**config.mk**
```make
export PLATFORM = sky130hd
export DESIGN_NAME = score_display_sequencer
export DESIGN_NICKNAME = d
export VERILOG_FILES = /design/src/rtl/score_display_pkg.sv /design/src/rtl/rr_next_active.sv /design/src/rtl/score_display_sequencer.sv
export SDC_FILE = /design/constraint.sdc
export NUM_CORES = 1
export LEC_CHECK = 0
export CORE_UTILIZATION = 25
export DETAILED_ROUTE_END_ITERATION = 8
export PLACE_DENSITY = 0.51
export SYNTH_ARGS = -nofsm -noshare
export SYNTH_HDL_FRONTEND = slang
export SYNTH_SLANG_ARGS = --single-unit
```
**constraint.sdc**
```tcl
create_clock -name clk_1khz -period 6.1 [get_ports clk_1khz]
set_clock_uncertainty 0.05 [all_clocks]
set_input_delay 1.83 -clock clk_1khz [delete_from_list [all_inputs] [get_ports clk_1khz]]
set_output_delay 1.83 -clock clk_1khz [all_outputs]
set_load 0.05 [all_outputs]
```
**src/rtl/score_display_pkg.sv**
```systemverilog
// rtl/score_display_pkg.sv - shared constants, state type and digit helper for the score display
package score_display_pkg;

    localparam int DIGIT_W = 4;

    localparam logic [DIGIT_W-1:0] BLANK_CODE = 4'hF;
    localparam logic [DIGIT_W-1:0] ERR_CODE   = 4'hE;

    typedef enum logic [0:0] {
        ST_BLANK = 1'b0,
        ST_SHOW  = 1'b1
    } state_t;

    // Anything outside 0..9 is not a displayable BCD digit; show the error glyph instead.
    function automatic logic [DIGIT_W-1:0] bcd_sanitize(input logic [DIGIT_W-1:0] digit);
        return (digit > 4'd9) ? ERR_CODE : digit;
    endfunction

endpackage

```
**src/rtl/rr_next_active.sv**
```systemverilog
// rtl/rr_next_active.sv - combinational round-robin search for the next active channel
module rr_next_active #(
    parameter int N_PLAYERS = 2
) (
    input  logic [N_PLAYERS-1:0]         mask,
    input  logic [$clog2(N_PLAYERS)-1:0] ptr,
    output logic [$clog2(N_PLAYERS)-1:0] next_idx,
    output logic                         found
);

    localparam int PW = $clog2(N_PLAYERS);

    int ptr_int;

    // Scan ptr+1, ptr+2, ... wrapping around, so the current channel is the last candidate.
    always_comb begin
        ptr_int  = int'(ptr);
        next_idx = ptr;
        found    = 1'b0;
        for (int i = 1; i <= N_PLAYERS; i++) begin
            if (!found && mask[(ptr_int + i) % N_PLAYERS]) begin
                next_idx = PW'((ptr_int + i) % N_PLAYERS);
                found    = 1'b1;
            end
        end
    end

endmodule

```
**src/rtl/score_display_sequencer.sv**
```systemverilog
// rtl/score_display_sequencer.sv - multiplexes per-player BCD scores onto one shared digit pair
module score_display_sequencer
    import score_display_pkg::*;
#(
    parameter int N_PLAYERS = 2,
    parameter int DWELL_MS  = 2000,
    parameter int BLANK_MS  = 200
) (
    input  logic                         clk_1khz,
    input  logic                         rst_i,
    input  logic [8*N_PLAYERS-1:0]       scores_i,
    input  logic [N_PLAYERS-1:0]         active_i,
    input  logic                         manual_i,
    input  logic                         next_i,
    output logic [DIGIT_W-1:0]           tens_o,
    output logic [DIGIT_W-1:0]           ones_o,
    output logic [$clog2(N_PLAYERS)-1:0] player_o,
    output logic                         blank_o
);

    localparam int PW      = $clog2(N_PLAYERS);
    localparam int CNT_MAX = (DWELL_MS > BLANK_MS) ? DWELL_MS : BLANK_MS;
    localparam int CNT_W   = ($clog2(CNT_MAX) < 1) ? 1 : $clog2(CNT_MAX);

    localparam logic [CNT_W-1:0] DWELL_LOAD = CNT_W'(DWELL_MS - 1);
    localparam logic [CNT_W-1:0] BLANK_LOAD = CNT_W'(BLANK_MS - 1);
    localparam logic [PW-1:0]    PTR_RESET  = PW'(N_PLAYERS - 1);

    state_t             state_q, state_d;
    logic [CNT_W-1:0]   cnt_q, cnt_d;
    logic [PW-1:0]      ptr_q, ptr_d;
    logic [DIGIT_W-1:0] tens_q, tens_d;
    logic [DIGIT_W-1:0] ones_q, ones_d;
    logic               blank_q, blank_d;

    logic [PW-1:0]      rr_idx;
    logic               rr_found;
    logic [7:0]         cand_score;
    logic [7:0]         cur_score;
    logic               cur_active;

    rr_next_active #(
        .N_PLAYERS (N_PLAYERS)
    ) u_rr (
        .mask     (active_i),
        .ptr      (ptr_q),
        .next_idx (rr_idx),
        .found    (rr_found)
    );

    assign cand_score = scores_i[8*rr_idx +: 8];
    assign cur_score  = scores_i[8*ptr_q +: 8];
    assign cur_active = active_i[ptr_q];

    // State, counter, pointer and registered display outputs.
    always_ff @(posedge clk_1khz) begin
        if (rst_i) begin
            state_q <= ST_BLANK;
            cnt_q   <= BLANK_LOAD;
            ptr_q   <= PTR_RESET;
            tens_q  <= BLANK_CODE;
            ones_q  <= BLANK_CODE;
            blank_q <= 1'b1;
        end else begin
            state_q <= state_d;
            cnt_q   <= cnt_d;
            ptr_q   <= ptr_d;
            tens_q  <= tens_d;
            ones_q  <= ones_d;
            blank_q <= blank_d;
        end
    end

    // Phase sequencing: blanking gap, player search, dwell and the prioritised SHOW exits.
    always_comb begin
        state_d = state_q;
        cnt_d   = cnt_q;
        ptr_d   = ptr_q;
        case (state_q)
            ST_BLANK: begin
                if (cnt_q == '0) begin
                    if (rr_found) begin
                        state_d = ST_SHOW;
                        ptr_d   = rr_idx;
                        cnt_d   = DWELL_LOAD;
                    end else begin
                        cnt_d   = BLANK_LOAD;
                    end
                end else begin
                    cnt_d = cnt_q - CNT_W'(1);
                end
            end
            ST_SHOW: begin
                if (!cur_active || next_i) begin
                    state_d = ST_BLANK;
                    cnt_d   = BLANK_LOAD;
                end else if (manual_i) begin
                    cnt_d = cnt_q;
                end else if (cnt_q == '0) begin
                    state_d = ST_BLANK;
                    cnt_d   = BLANK_LOAD;
                end else begin
                    cnt_d = cnt_q - CNT_W'(1);
                end
            end
            default: begin
                state_d = ST_BLANK;
                cnt_d   = BLANK_LOAD;
            end
        endcase
    end

    // Next display values: snapshot on SHOW entry, live follow in manual, blank glyphs otherwise.
    always_comb begin
        tens_d  = tens_q;
        ones_d  = ones_q;
        blank_d = (state_d == ST_BLANK);
        if (state_d == ST_BLANK) begin
            tens_d = BLANK_CODE;
            ones_d = BLANK_CODE;
        end else if (state_q == ST_BLANK) begin
            tens_d = bcd_sanitize(cand_score[7:4]);
            ones_d = bcd_sanitize(cand_score[3:0]);
        end else if (manual_i) begin
            tens_d = bcd_sanitize(cur_score[7:4]);
            ones_d = bcd_sanitize(cur_score[3:0]);
        end
    end

    assign tens_o   = tens_q;
    assign ones_o   = ones_q;
    assign player_o = ptr_q;
    assign blank_o  = blank_q;

endmodule
```
==> results.md <==
* CTS Sinks at 22
* Switching power at approximately 75 uW
* Synth Cell Area at roughly 0.0014 mm2
* CP delay by family, top: buffers and inverters
* Int Pwr at ~260 uW
* Syn_nets at 210
* Final setup fails at 0
* Area growth syn-to-layout at 30.2%
* Leak at roughly 0.00071 uW
* Bufs on Longest Clock Path at 2
* Total gr overflow at 0
* Commonest non-fill, non-tap cells in the layout: 31 x clkdlybuf4s50_1, 24 x o21ai_0, 22 x dfxtp_1
* Fmax at around 260 MHz
* Post CTS Setup Buffer Count at 0
* Post-Synthesis Cells at ~190
* Synth Register Bits at 22
* Status: completed
* Nets at between 200 and 250
* Resized Gates After CTS at 0
* Combinational family with the most area after synthesis: compound AO/OA/AOI/OAI gates
* Ys Warns at 0
* Largest stage delay, worst path at just over 900 ps
* Critical Path RT at roughly 4200 ps
* Post-route DRC at 0
* Die width at between 70 and 80 um
* DP Cell Count at 279
* Period utilisation layout at a little over three fifths
* Vias at about 1,400
* 1st-pass router iterations at 4
* Commonest non-fill, non-tap cell in the layout: clkdlybuf4s50_1
* GP Congestion at around 0.81
* DR WL/cell at roughly 13 um
* Hold buffers post-CTS at 0
* First-pass GRT wire length at approximately 6300 um
* Final std cells w/o fill at ~280
* WS Path Type: reg -> out
* Initial Utilization at a little over a quarter
* TritonCTS buffer count at 3
* Largest net degree at the start of global routing at 22
* Cell Chain, Critical Path: clkdlybuf4s50_1
* Ports at 32
* Rows at 27
* Worst-Margin Slew at 832 ps
* Total Routed Length at approximately 3700 um
* GRT Total Usage at between 10 and 15%
* Reg clk slew, reported paths at 90 ps
* # fillers at around 600
* Drt via density at around 5
* Slowest-stage cell, CP: clkdlybuf4s50_1
* Final ANT Viol Nets at 0
* Antenna cells at 0
* Crit Path Max Fanout at 17
* Total of max-cap violations at 0
* Clock share of power at around two fifths
* DR iter-0 viols at 54
* Synth unique cells at 44
* IO buf count at 31
* Worst hold slack at between 400 and 500 ps
* RSZ-0062 raised after global routing: false
* Final Hold Fails at 0
* Post-synthesis sequential area ratio at between 30% and 40%
* Total die area at between 0.006 and 0.007 mm2
* Logic gate share of total power at 13.5%
* Syn_area_per_cell at 7.72 um2
* Multiplexer share of the synthesized area at 6.45%
* Number of global-route vias before repair at between 1,000 and 1,500
* Relative slew slack at 44.5%
* Simple-gate share of the synthesized area at between 20% and 30%
* CP Capture Type: primary output
* Hold WC Path Type: reg -> reg
* Placed Area at 0.00180 mm2
* Post-synthesis compound-gate area fraction at a little under a third
* DIE HEIGHT at a little under 80 um
* CTS tree: done
* PwrDens at ~180 mW/mm2
* Post-DP HPWL at 2790 um
* CTS H-tree lvls at 1
* Setup TNS at 0 ps
* Final Cell Area at between 0.0015 and 0.002 mm2
* Synth Area in Adders at under 10%
* Layout cells sized above 1 at ~5.7%
* Switching Share at between 20 and 25%
* Root buffer selected by CTS: clkbuf_8
* Final critical-path required period at approximately 3900 ps
* CORE AREA at ~0.0055 mm2
* Worst-Skew Late Latency at 270 ps
* Arrival time at the worst endpoint at 1980 ps
* Peak supply drop at 0.0986 mV
* Worst path bufs/invs at 1
* Startpoint type of the worst setup path: flip-flop
* Max Slew Vio Count at 0
* Sequential power share at ~45%
* Total power after layout at ~330 uW
* Initial antenna violation count at 0
* Synthesized-area fraction occupied by xor and xnor cells at 1.22%
[cell type report]
| class | count | area (um2) | share of cell area, % |
|---|---|---|---|
| flip-flops and latches | 22 | 440 | 23.5 |
| well taps | 72 | 90.1 | 4.82 |
| multi-input cells | 144 | 921 | 49.2 |
| inverters | 10 | 37.5 | 2.01 |
| clock buffers | 3 | 41.3 | 2.21 |
| clock inverters | 1 | 30.0 | 1.61 |
| repair buffers | 31 | 310 | 16.6 |
[state kept, by name (all words and copies together), names as in the netlist]
register and flops:
player_o 1, blank_o 1, state_q 1, tens_o 4, cnt_q 11, ones_o 4
[per-stage QoR]
stage,util [%],setup WS [ps]
detailed placement,32.7,1960
global placement,32.7,2060
floorplan,-,2960
CTS,34.0,2190
global route,34.0,2010
finish,34.0,2240
[power by group through the flow]
stage	combinational, uW	clock [uW]	sequential (uW)
after floorplan	23.2	0	150
after global routing	50.2	147	148
after global placement	44.6	0	151
after detailed placement	44.7	0	151
final	44.6	139	148
after CTS	44.8	144	148
[worst min-delay path: cells and delay by family (launching register included)]
kind	cells	cell delay, ps
flops	1	340
compound gates	1	60
simple gates	1	50
[synth_stat cells]
cell type	n	area [um2]
o21ai_0	24	120
dfxtp_1	22	440
a21oi_1	21	105
nand3_1	12	60.1
nand2_1	11	41.3
inv_1	10	37.5
nor2_1	9	33.8
clkbuf_1	8	30.0
mux2i_1	7	70.1
nor3_1	4	20.0
nor4_1	4	25.0
a211oi_1	3	22.5
and3_1	3	18.8
o21ai_1	3	15.0
o31ai_1	3	22.5
or3_1	3	18.8
or4_1	3	22.5
and2_1	2	12.5
buf_1	2	7.51
ha_1	2	25.0
mux2_2	2	22.5
nand2b_1	2	12.5
nor2b_1	2	12.5
o211a_1	2	20.0
o221ai_2	2	30.0
xnor2_1	2	17.5
a2111oi_0	1	8.76
a211o_1	1	8.76
a21boi_0	1	7.51
a221o_1	1	10.0
a221oi_1	1	8.76
a311oi_1	1	8.76
a32o_1	1	10.0
nor3b_1	1	7.51
o211ai_1	1	7.51
o21bai_1	1	7.51
o311ai_0	1	8.76
o31a_1	1	8.76
o32ai_4	1	27.5
or2_0	1	6.26
or2_2	1	6.26
or3b_2	1	8.76
or4_4	1	11.3
or4b_1	1	10.0
[kinds of logic (layout without fill, tap and decap cells)]
group	Yosys count	count (layout)
compound gates	70	70
xor+xnor	2	2
fa+ha+maj	2	2
buf+inv	20	45
flops	22	22
mux	9	9
simple gates	61	61
[final timing paths]
path,from,to,slack (ps),cells past startpoint
setup / recovery,player_o$_SDFFE_PP1P_,player_o,2240,1
hold reg to reg,cnt_q[10]$_SDFFE_PP0P_,cnt_q[10]$_SDFFE_PP0P_,450,2
setup reg to reg,player_o$_SDFFE_PP1P_,cnt_q[2]$_SDFFE_PP1P_,3470,4
hold / removal,cnt_q[10]$_SDFFE_PP0P_,cnt_q[10]$_SDFFE_PP0P_,450,2
[metal layers]
metal  track usage (%)  vias up  part of all wire [%]
li1                  -      752                     -
met1              16.4      637                    49
met2              22.3       27                    47
met3              2.94        2                   3.9
met4              2.26        0                  0.41
met5                 0        -                     0
No activity file was read; power rests on OpenSTA's default activity.
